## src/rtl/alu_pkg.sv

```systemverilog
// Shared constants and FSM state type for the sequential divider.
package alu_pkg;

   localparam int DEFAULT_WIDTH = 4;

   typedef enum logic [1:0] {
      IDLE = 2'd0,
      RUN  = 2'd1,
      DONE = 2'd2
   } state_t;

endpackage

```

## src/rtl/seq_divider_trial_sub.sv

```systemverilog
// Trial subtraction for one restoring-division step.
// The operands are one bit wider than the divider's operand width.
// borrow=1 means the divisor did not fit, so the caller keeps the shifted remainder.
// Only the low WIDTH bits of the difference are returned. That is enough because
// the difference is kept only when there is no borrow, and in that case it is always below the divisor.
module trial_sub #(
   parameter int WIDTH = 4
) (
   input  logic [WIDTH:0]   x,
   input  logic [WIDTH:0]   y,
   output logic [WIDTH-1:0] diff,
   output logic             borrow
);

   assign borrow = (x < y);
   assign diff   = WIDTH'(x - y);

endmodule

```

## src/rtl/seq_divider.sv

```systemverilog
// Unsigned restoring divider: one quotient bit per clock, MSB first.
//
//   state | meaning
//   ------+-----------------------------------------------------------
//   IDLE  | ready high; start captures operands
//   RUN   | one restoring step per edge; counter holds steps remaining
//   DONE  | done pulse for one cycle; q/r/div_by_zero valid
//
// A zero divisor skips RUN. It produces q = all ones and r = a.
module seq_divider
   import alu_pkg::*;
#(
   parameter int WIDTH = DEFAULT_WIDTH
) (
   input  logic             clk,
   input  logic             rst_n,
   input  logic             start,
   input  logic [WIDTH-1:0] a,
   input  logic [WIDTH-1:0] b,
   output logic             ready,
   output logic             done,
   output logic [WIDTH-1:0] q,
   output logic [WIDTH-1:0] r,
   output logic             div_by_zero
);

   localparam int CW = $clog2(WIDTH + 1);

   state_t           state, state_nxt;
   logic [WIDTH-1:0] dvd_reg;
   logic [WIDTH-1:0] dvs_reg;
   logic [WIDTH-1:0] rem_reg;
   logic [WIDTH-1:0] quo_reg;
   logic [CW-1:0]    cnt;
   logic             dbz_reg;

   logic [WIDTH:0]   rem_shift;
   logic [WIDTH-1:0] diff;
   logic             borrow;

   assign rem_shift = {rem_reg, dvd_reg[WIDTH-1]};

   trial_sub #(.WIDTH(WIDTH)) u_trial_sub (
      .x      (rem_shift),
      .y      ({1'b0, dvs_reg}),
      .diff   (diff),
      .borrow (borrow)
   );

   // State register
   always_ff @(posedge clk or negedge rst_n) begin
      if (!rst_n) state <= IDLE;
      else        state <= state_nxt;
   end

   // Next-state and handshake outputs
   always_comb begin
      state_nxt = state;
      ready     = 1'b0;
      done      = 1'b0;
      case (state)
         IDLE: begin
            ready = 1'b1;
            if (start) state_nxt = (b == '0) ? DONE : RUN;
         end
         RUN: begin
            if (cnt == CW'(1)) state_nxt = DONE;
         end
         DONE: begin
            done      = 1'b1;
            state_nxt = IDLE;
         end
         default: state_nxt = IDLE;
      endcase
   end

   // Operand capture, restoring step and step counter
   always_ff @(posedge clk or negedge rst_n) begin
      if (!rst_n) begin
         dvd_reg <= '0;
         dvs_reg <= '0;
         rem_reg <= '0;
         quo_reg <= '0;
         cnt     <= '0;
         dbz_reg <= 1'b0;
      end else begin
         case (state)
            IDLE: begin
               if (start) begin
                  dvd_reg <= a;
                  dvs_reg <= b;
                  dbz_reg <= (b == '0);
                  if (b == '0) begin
                     quo_reg <= '1;
                     rem_reg <= a;
                     cnt     <= '0;
                  end else begin
                     quo_reg <= '0;
                     rem_reg <= '0;
                     cnt     <= CW'(WIDTH);
                  end
               end
            end
            RUN: begin
               rem_reg <= borrow ? rem_shift[WIDTH-1:0] : diff;
               quo_reg <= (quo_reg << 1) | WIDTH'(!borrow);
               dvd_reg <= dvd_reg << 1;
               cnt     <= cnt - CW'(1);
            end
            default: ;
         endcase
      end
   end

   assign q           = quo_reg;
   assign r           = rem_reg;
   assign div_by_zero = dbz_reg;

endmodule

```

## config.mk

```make
export PLATFORM = sky130hd
export DESIGN_NAME = seq_divider
export DESIGN_NICKNAME = d
export VERILOG_FILES = /design/src/rtl/alu_pkg.sv /design/src/rtl/seq_divider_trial_sub.sv /design/src/rtl/seq_divider.sv
export SDC_FILE = /design/constraint.sdc
export NUM_CORES = 1
export LEC_CHECK = 0
export CAP_MARGIN = 20
export CORE_UTILIZATION = 50
export CTS_CLUSTER_SIZE = 14
export DETAILED_ROUTE_END_ITERATION = 8
export PLACE_DENSITY = 0.77
export SLEW_MARGIN = 20
export SYNTH_ARGS = -nofsm -noshare
export SYNTH_HDL_FRONTEND = slang
export SYNTH_SLANG_ARGS = --single-unit
```

## constraint.sdc

```tcl
create_clock -name clk -period 2.66 [get_ports clk]
set_clock_uncertainty 0.1 [all_clocks]
set_input_delay 0.532 -clock clk [delete_from_list [all_inputs] [get_ports clk]]
set_output_delay 0.532 -clock clk [all_outputs]
set_load 0.1 [all_outputs]
```

==> metrics.cfg <==
[clocking]
hold_buffers=0
cts_tree=yes
cts_sinks=22
clk_latency_ps=310
h-tree-depth=1
post_cts_buffers=0
clk_pin_slew_ps=130
cts_made_buffers=3
cts_buffer_depth=2
cts_resized=0
cts_root_buffer=clkbuf_4

[logic_synthesis]
syn_area_per_cell_um2=10.12
synthCells=114
synth.yosys.warnings=0
ys_seq_area_frac=0.4772
synth_common_cells=dfrtp_1 (22), nand2_1 (15), inv_1 (9), o21ai_0 (9)
yosysTopAreaCell=dfrtp_1
syn_area_mm2=0.001154
yosysTopAreaCellShare=0.4772
yosysUniqueCellTypes=37
yosysMostFrequentCell=dfrtp_1
synth_edf_count=0
syn_nets=132
ys_ff_latch=22
synth_async_sr_flop_share=1.000
synth_ff_type=dfrtp_1
synth.area.top_cells=dfrtp_1 (48%), ha_1 (6.5%), nand2_1 (4.9%)

[timing]
finalCriticalPeriod_ps=2189
setup_violations=0
hold_viol=0
whs_ps=400.8
tightest_slew_ps=678.9
setup_tns_ps=0
relSlewSlack=0.5435
fmax_mhz=456.9
timing_max_transition_violations_final=0
timing.final.crit_share=0.8228
rsz0062_at_grt=false

[critical_path]
ff2ff_path_depth=5
cp-end-kind=register
crit-reg2reg-launch=r[0]$_DFFE_PN0P_
endpoint=r[2]$_DFFE_PN0P_
setup.worst_path.start=r[0]$_DFFE_PN0P_
reg2reg_slack_ps=470
cp-start-kind=register
crit_type=reg2reg
rr_endpoint=r[2]$_DFFE_PN0P_
critical_path_required_ps=2770
worst_ep_arrival_time_ps=2300
worstPathMaxFanout=6

[run_status]
status=finished clean

[layout]
n_antenna_cell=0
utilization=0.6493
drive_above_1_share=0.1884
final_nets=157
stdcell_count=166
syn2layout_area_growth_pct=23.32

[global_route]
grt_start_max_net_pins=23
overflow=0
grt_util_all_layers=0.2428
grt_pass1_vias=1000
antenna_found_initial=0
grt_pass1_wl_mm=4.519

[placement]
numPlacedInstances=162
gp_congestion=0.8101
port_buffers=21
dp_hpwl_mm=1.889

[floorplanning]
start_util=0.5266
num_rows=17
core_area_mm2=0.002191
die_area_mm2=0.002504
io_pins=22
die_y_um=50.04
chipWidth_um=50.04

[routing]
via_per_inst=5.916
ant_nets=0
wire_per_inst_um=15.61
drtIter0Drc=35
drc=0
drt_pre_antenna_iters=4
routed_wl_mm=2.591
vias=982

[min_path]
holdCritPathClass=reg2reg

[flow_run]
max-cap-violations=0

-- per-layer routing --
layer,global-route usage,wire length [µm],vias up
met5,0,0,-
met4,0.1095,41,0
met3,0.02778,96,6
met2,0.4067,1349,30
met1,0.3103,1104,488
li1,-,-,458
-- how the worst min path moves through the flow --
stage	slack (ps)	cells after the start	startpoint	endpoint
6_report	400	2	dvd_reg[1]$_DFFE_PN0P_	dvd_reg[1]$_DFFE_PN0P_
5_1_grt	440	1	div_by_zero$_DFFE_PN0P_	div_by_zero$_DFFE_PN0P_
4_1_cts	400	2	dvd_reg[1]$_DFFE_PN0P_	dvd_reg[1]$_DFFE_PN0P_
3_5_place_dp	370	2	dvd_reg[1]$_DFFE_PN0P_	dvd_reg[1]$_DFFE_PN0P_
3_3_place_gp	370	2	dvd_reg[1]$_DFFE_PN0P_	dvd_reg[1]$_DFFE_PN0P_
2_1_floorplan	140	0	rst_n	cnt[0]$_DFFE_PN0P_
-- per-stage QoR --
stage,setup slack (ps),cell area (µm²)
final,471.3,1423
after detailed placement,222.0,1370
after global routing,315.0,1423
after global placement,305.4,1370
after floorplan,155.5,1154
after CTS,491.8,1423
-- worst max-delay path, cell delays in order (launching register included) --
cell	delay, ps
dfrtp_1	470
ha_1	310
nor2b_1	140
o31ai_1	560
a211oi_1	200
a311o_1	300
-- final cells by class --
class / instances / area, µm²
Inverter: 9 / 33.78
Multi-Input combinational cell: 79 / 545.5
Fill cell: 188 / 768.2
Clock buffer: 3 / 22.52
Clock inverter: 1 / 30.03
Timing Repair Buffer: 24 / 205.2
Sequential cell: 22 / 550.5
Tap cell: 28 / 35.03
-- cell usage in the layout (no fill, tap or decap), drive strengths merged, types with 2 or more instances in the layout --
| master | Yosys | routed |
|---|---|---|
| nand2 | 15 | 15 |
| and2b | 2 | 2 |
| inv | 9 | 9 |
| o21ai | 9 | 9 |
| a32o | 2 | 2 |
| o21a | 2 | 2 |
| buf | 2 | 14 |
| a22oi | 2 | 2 |
| dfrtp | 22 | 22 |
| ha | 6 | 6 |
| clkbuf | 2 | 3 |
| a221o | 4 | 4 |
| nor2b | 3 | 3 |
| nand3 | 3 | 3 |
| a21o | 2 | 2 |
| a31oi | 3 | 3 |
| a311o | 2 | 2 |
| a21oi | 3 | 3 |
| nor2 | 7 | 7 |
| clkdlybuf4s50 | 0 | 10 |
-- kinds of logic (layout without fill, tap and decap cells) --
kind of cell / after synthesis / in the layout / share of synthesized area
and+or+nand+nor: 37 / 37 / 0.1659
xor gates and xnor gates: 1 / 1 / 0.007594
AOI/OAI and AO/OA: 34 / 34 / 0.2169
adders and majority gates: 7 / 7 / 0.08243
buffers and inverters: 13 / 37 / 0.04989
DFF: 22 / 22 / 0.4772
Power is left out: the tool's default activity adds up to more than one toggle a clock period on the data nets, which glitch-free logic cannot reach.
==> RTL change 1, RTL diff (same flow settings) <==
Encoding of `state_t`: now one-hot (3 bits for 3 states).
--- a/src/rtl/alu_pkg.sv
+++ b/src/rtl/alu_pkg.sv
@@ -3,10 +3,10 @@
 
    localparam int DEFAULT_WIDTH = 4;
 
-   typedef enum logic [1:0] {
-      IDLE = 2'd0,
-      RUN  = 2'd1,
-      DONE = 2'd2
+   typedef enum logic [2:0] {
+      IDLE = 3'b001,
+      RUN  = 3'b010,
+      DONE = 3'b100
    } state_t;
 
 endpackage
Formal check against the unedited RTL: no difference found for any inputs over 10 cycles, from zero or initial values and one cycle with rst_n low; not proved beyond that.
==> RTL change 1 against the unedited design <==
  * Cell area is 3.6% higher
  * Synthesized area is 5.3% higher
  * Synthesized cell count is 7.0% higher
  * Worst setup slack better by 0.12 ns
  * Sequential cell count is 1 higher
  * Routed wire length is 2.7% lower
  * Largest cell class is now multi-input combinational cells
  * Highest routed layer unchanged
Power is not shown: default switching activity piles up to over one toggle a cycle in this logic, so the estimate is an artifact.
==> RTL change 1: results (changes against the unedited design) <==
- DR vias: 988 (+0.61%)
- Drt total wl: 2.522 mm (-2.7%)
- HP Class: flop to flop
- Proportion of layout cells with a drive suffix above 1: 19.86% (+1.0 points)
- Crit path largest cell delay: 0.63 ns (+0.07 ns)
- Most instantiated cells after synthesis: dfrtp_1, nand2_1, o21ai_0
- Fin. Hold Viols: 0 (unchanged)
- DP Worst Slack: 0.5219 ns (+0.2998 ns)
- DR iter-0 viols: 32 (-8.6%)
- Sequential-to-total area share from yosys stat: 47.48% (-0.25 points)
- Global-route wire length before repair: 4.271 mm (-5.5%)
- Critical path destination: ready
- R2R Setup Slk: 0.76 ns (+0.29 ns)
- Max clock buf depth: 2 (unchanged)
- Clock Pin Slew Worst Setup and Hold Paths: approximately 0.12 ns
- DR pass1 iterations: 4 (unchanged)
- Ys async rst share: 100.0% (unchanged)
- # nets final: 165 (+5.1%)
- CTS resizes: 0 (unchanged)
- CP Max Fanout: 6 (unchanged)
- Reg2Reg Depth: 5 (unchanged)
- All-layer global routing usage: 22.50% (-1.8 points)
- Met3 usage: 5.357% (+2.6 points)
- Slew at the pin with the worst max-slew slack: 0.4738 ns (-0.2051 ns)
- Setup Buffers After CTS: 0 (unchanged)
- Antenna fix cells: 0 (unchanged)
- Critical path launch point: state[0]
- Vias in the first global route: 909 (-9.1%)
- Status: completed
- Hold depth: 2 (unchanged)
- RD Place Congestion: 0.8495 (+4.9%)
- GRT overflow: 0 (unchanged)
- I/O Buffers: 21 (unchanged)
- Critical R2R Launch: r[0]
- Largest cells by area after synthesis: dfrtp_1, nand2_1, ha_1, o21ai_0, a21oi_1
- Ys Warns: 0 (unchanged)
- CTS buffer count: 3 (unchanged)
- Grt met2 use: 35.96% (-4.7 points)
- Worst-Skew Late Latency: 0.31 ns (about the same)
- Fmax: 483.6 MHz (+5.8%)
- RR Endpoint: r[3]
- Synth cell types: 35 (-5.4%)
- Cell Area, Placed: 1446 sq um (+5.6%)
- Root buffer cell: clkbuf_4
- Largest net degree at the start of global routing: 24 (+4.3%)
- H-tree Lvls: 1 (unchanged)
- Syn_nets: 140 (+6.1%)
- Met1 Resource Use GR: 31.53% (+0.50 points)
- Initial antenna violation count: 0 (unchanged)
- Slowest-stage cell, CP: dfstp_2
- Worst Path Arrival: 1.44 ns (-0.86 ns)
- Detailed Place HPWL: 1.918 mm (+1.5%)
[RTL change 1: kinds of logic after synthesis]
logic type | Yosys count | synth area share (%)
simple gates | 41 | 19.67
compound gates | 39 | 20.60
flops | 23 | 47.48
buf+inv | 11 | 3.707
fa+ha+maj | 7 | 7.827
xor+xnor | 1 | 0.7210
[RTL change 1: final cells by class]
class / instances / area (sq um)
clock buffers: 3 / 22.52
clock inverters: 1 / 5.005
fillers: 199 / 780.7
inverters: 7 / 26.28
multi-input cells: 88 / 603.1
flip-flops and latches: 23 / 576.8
well taps: 28 / 35.03
repair buffers: 24 / 205.2
[RTL change 1: how the worst min path moves through the flow]
stage / from / to / slack, ns
final: dvd_reg[2] / dvd_reg[3] / 0.40
after global routing: dvd_reg[2] / dvd_reg[3] / 0.43
after CTS: dvd_reg[2] / dvd_reg[3] / 0.40
after detailed placement: dvd_reg[2] / dvd_reg[3] / 0.37
after global placement: dvd_reg[2] / dvd_reg[3] / 0.37
after floorplan: rst_n / cnt[0] / 0.14
[RTL change 1: through the flow]
| stage | instances | util [%] | hold slack (ns) |
|---|---|---|---|
| CTS | 174 | 65.37 | 0.4043 |
| global placement | 170 | 64.15 | 0.3651 |
| detailed placement | 170 | 64.15 | 0.3718 |
| finish | 174 | 65.37 | 0.4002 |
| floorplan | 122 | - | 0.1364 |
| global route | 174 | 65.37 | 0.4331 |
[RTL change 1: worst max-delay path: cells and delay by family (launching register included)]
family | cells | cell delay, ns
buffers and inverters | 1 | 0.31
DFF | 1 | 0.63
and+or+nand+nor | 1 | 0.19
[RTL change 1: layer usage]
layer  up-vias  part of all wire, %
li1        486                    -
met3         2                  4.8
met1       468                   47
met4         0                 0.40
met5         -                    0
met2        32                   48
==> RTL change 2, RTL diff (same flow settings) <==
Made on the original files. `DEFAULT_WIDTH`: 4 -> 8.
--- a/src/rtl/alu_pkg.sv
+++ b/src/rtl/alu_pkg.sv
@@ -1,7 +1,7 @@
 // Shared constants and FSM state type for the sequential divider.
 package alu_pkg;
 
-   localparam int DEFAULT_WIDTH = 4;
+   localparam int DEFAULT_WIDTH = 8;
 
    typedef enum logic [1:0] {
       IDLE = 2'd0,
Interface: changed (resized a, b, q and r); port bits go from 22 to 38. The function was not compared with the original's and may differ.
==> RTL change 2 against the unedited design <==
  * Worst setup slack worse by 0.17 ns
  * Cell area is 91% higher
  * Sequential cell count is 17 higher
  * Largest cell class is now multi-input combinational cells
  * Routed wire length is 95% higher
  * Synthesized area is 92% higher
  * First-iteration DRC count grew to 3.4 times the old value
Power is left out: the tool's default activity adds up to more than one toggle a clock period on the data nets, which glitch-free logic cannot reach.
==> RTL change 2: results (changes against the unedited design) <==
- Sequential-to-total area share from yosys stat: 44.04% (-3.7 points)
- H-tree Lvls: 2 (+1)
- All-layer global routing usage: 23.76% (-0.52 points)
- R2R Setup Slk: 0.30 ns (-0.17 ns)
- RR Endpoint: r[5]
- Slowest-stage cell, CP: dfrtp_1
- DR vias: 1871 (+91%)
- Worst slew margin: 62.06% (+7.7 points)
- Critical R2R Launch: r[4]
- Status: completed
- # nets final: 310 (+97%)
- Syn_nets: 268 (+100%)
- CP Max Fanout: 9 (+3)
- DR iter-0 viols: 119 (+240%)
- Root buffer cell: clkbuf_8
- Largest cells by area after synthesis: dfrtp_1, nand2_1, ha_1, nor2_1, o21ai_0
- Global-route wire length before repair: 8.135 mm (+80%)
- Top delay family on crit path: simple AND/OR/NAND/NOR gates
- Reg2Reg Depth: 7 (+2)
- I/O Buffers: 37 (+76%)
- Routed wl met3: 176 um (+83%)
- Proportion of layout cells with a drive suffix above 1: 18.57% (-0.27 points)
- Crit path largest cell delay: 0.43 ns (-0.13 ns)
- Wire length per cell: 15.31 um (-1.9%)
- Met1 WL: 2.457 mm (+120%)
## RTL change 2: logic make-up (layout without fill, tap and decap cells)
family	count (synthesis)	after routing	synth area share [%]
and+or+nand+nor	83	83	17.50
AOI/OAI and AO/OA	69	69	22.19
DFF	39	39	44.04
buffers and inverters	26	68	5.420
adders and majority gates	11	11	6.550
xor gates and xnor gates	5	5	1.977
muxes	5	5	2.315
## RTL change 2: area by class of cell
type / instances / area, sq um
Sequential cell: 39 / 977.2
Tap cell: 50 / 62.56
Fill cell: 346 / 1396
Clock inverter: 2 / 37.54
Timing Repair Buffer: 49 / 407.9
Clock buffer: 5 / 68.82
Inverter: 12 / 45.04
Multi-Input combinational cell: 173 / 1120
## RTL change 2: how the worst min path moves through the flow
stage                      from          end  cells after the start
detailed placement  div_by_zero  div_by_zero                      2
floorplan                 rst_n       cnt[0]                      0
global route              rst_n       cnt[1]                      1
CTS                       rst_n   dvd_reg[6]                      1
finish                    rst_n   dvd_reg[6]                      1
global placement    div_by_zero  div_by_zero                      2
## RTL change 2: per-stage QoR
stage	setup slack (ns)	cell area (sq um)	instances
CTS	0.3196	2719	330
floorplan	0.03594	2217	238
global placement	0.2965	2613	323
finish	0.2987	2719	330
global route	0.1712	2719	330
detailed placement	0.2478	2613	323
## RTL change 2: layer usage
metal	vias to the layer above	GRT usage, %
li1	924	-
met1	896	33.40
met2	43	36.89
met3	8	4.605
met4	0	7.031
met5	-	0
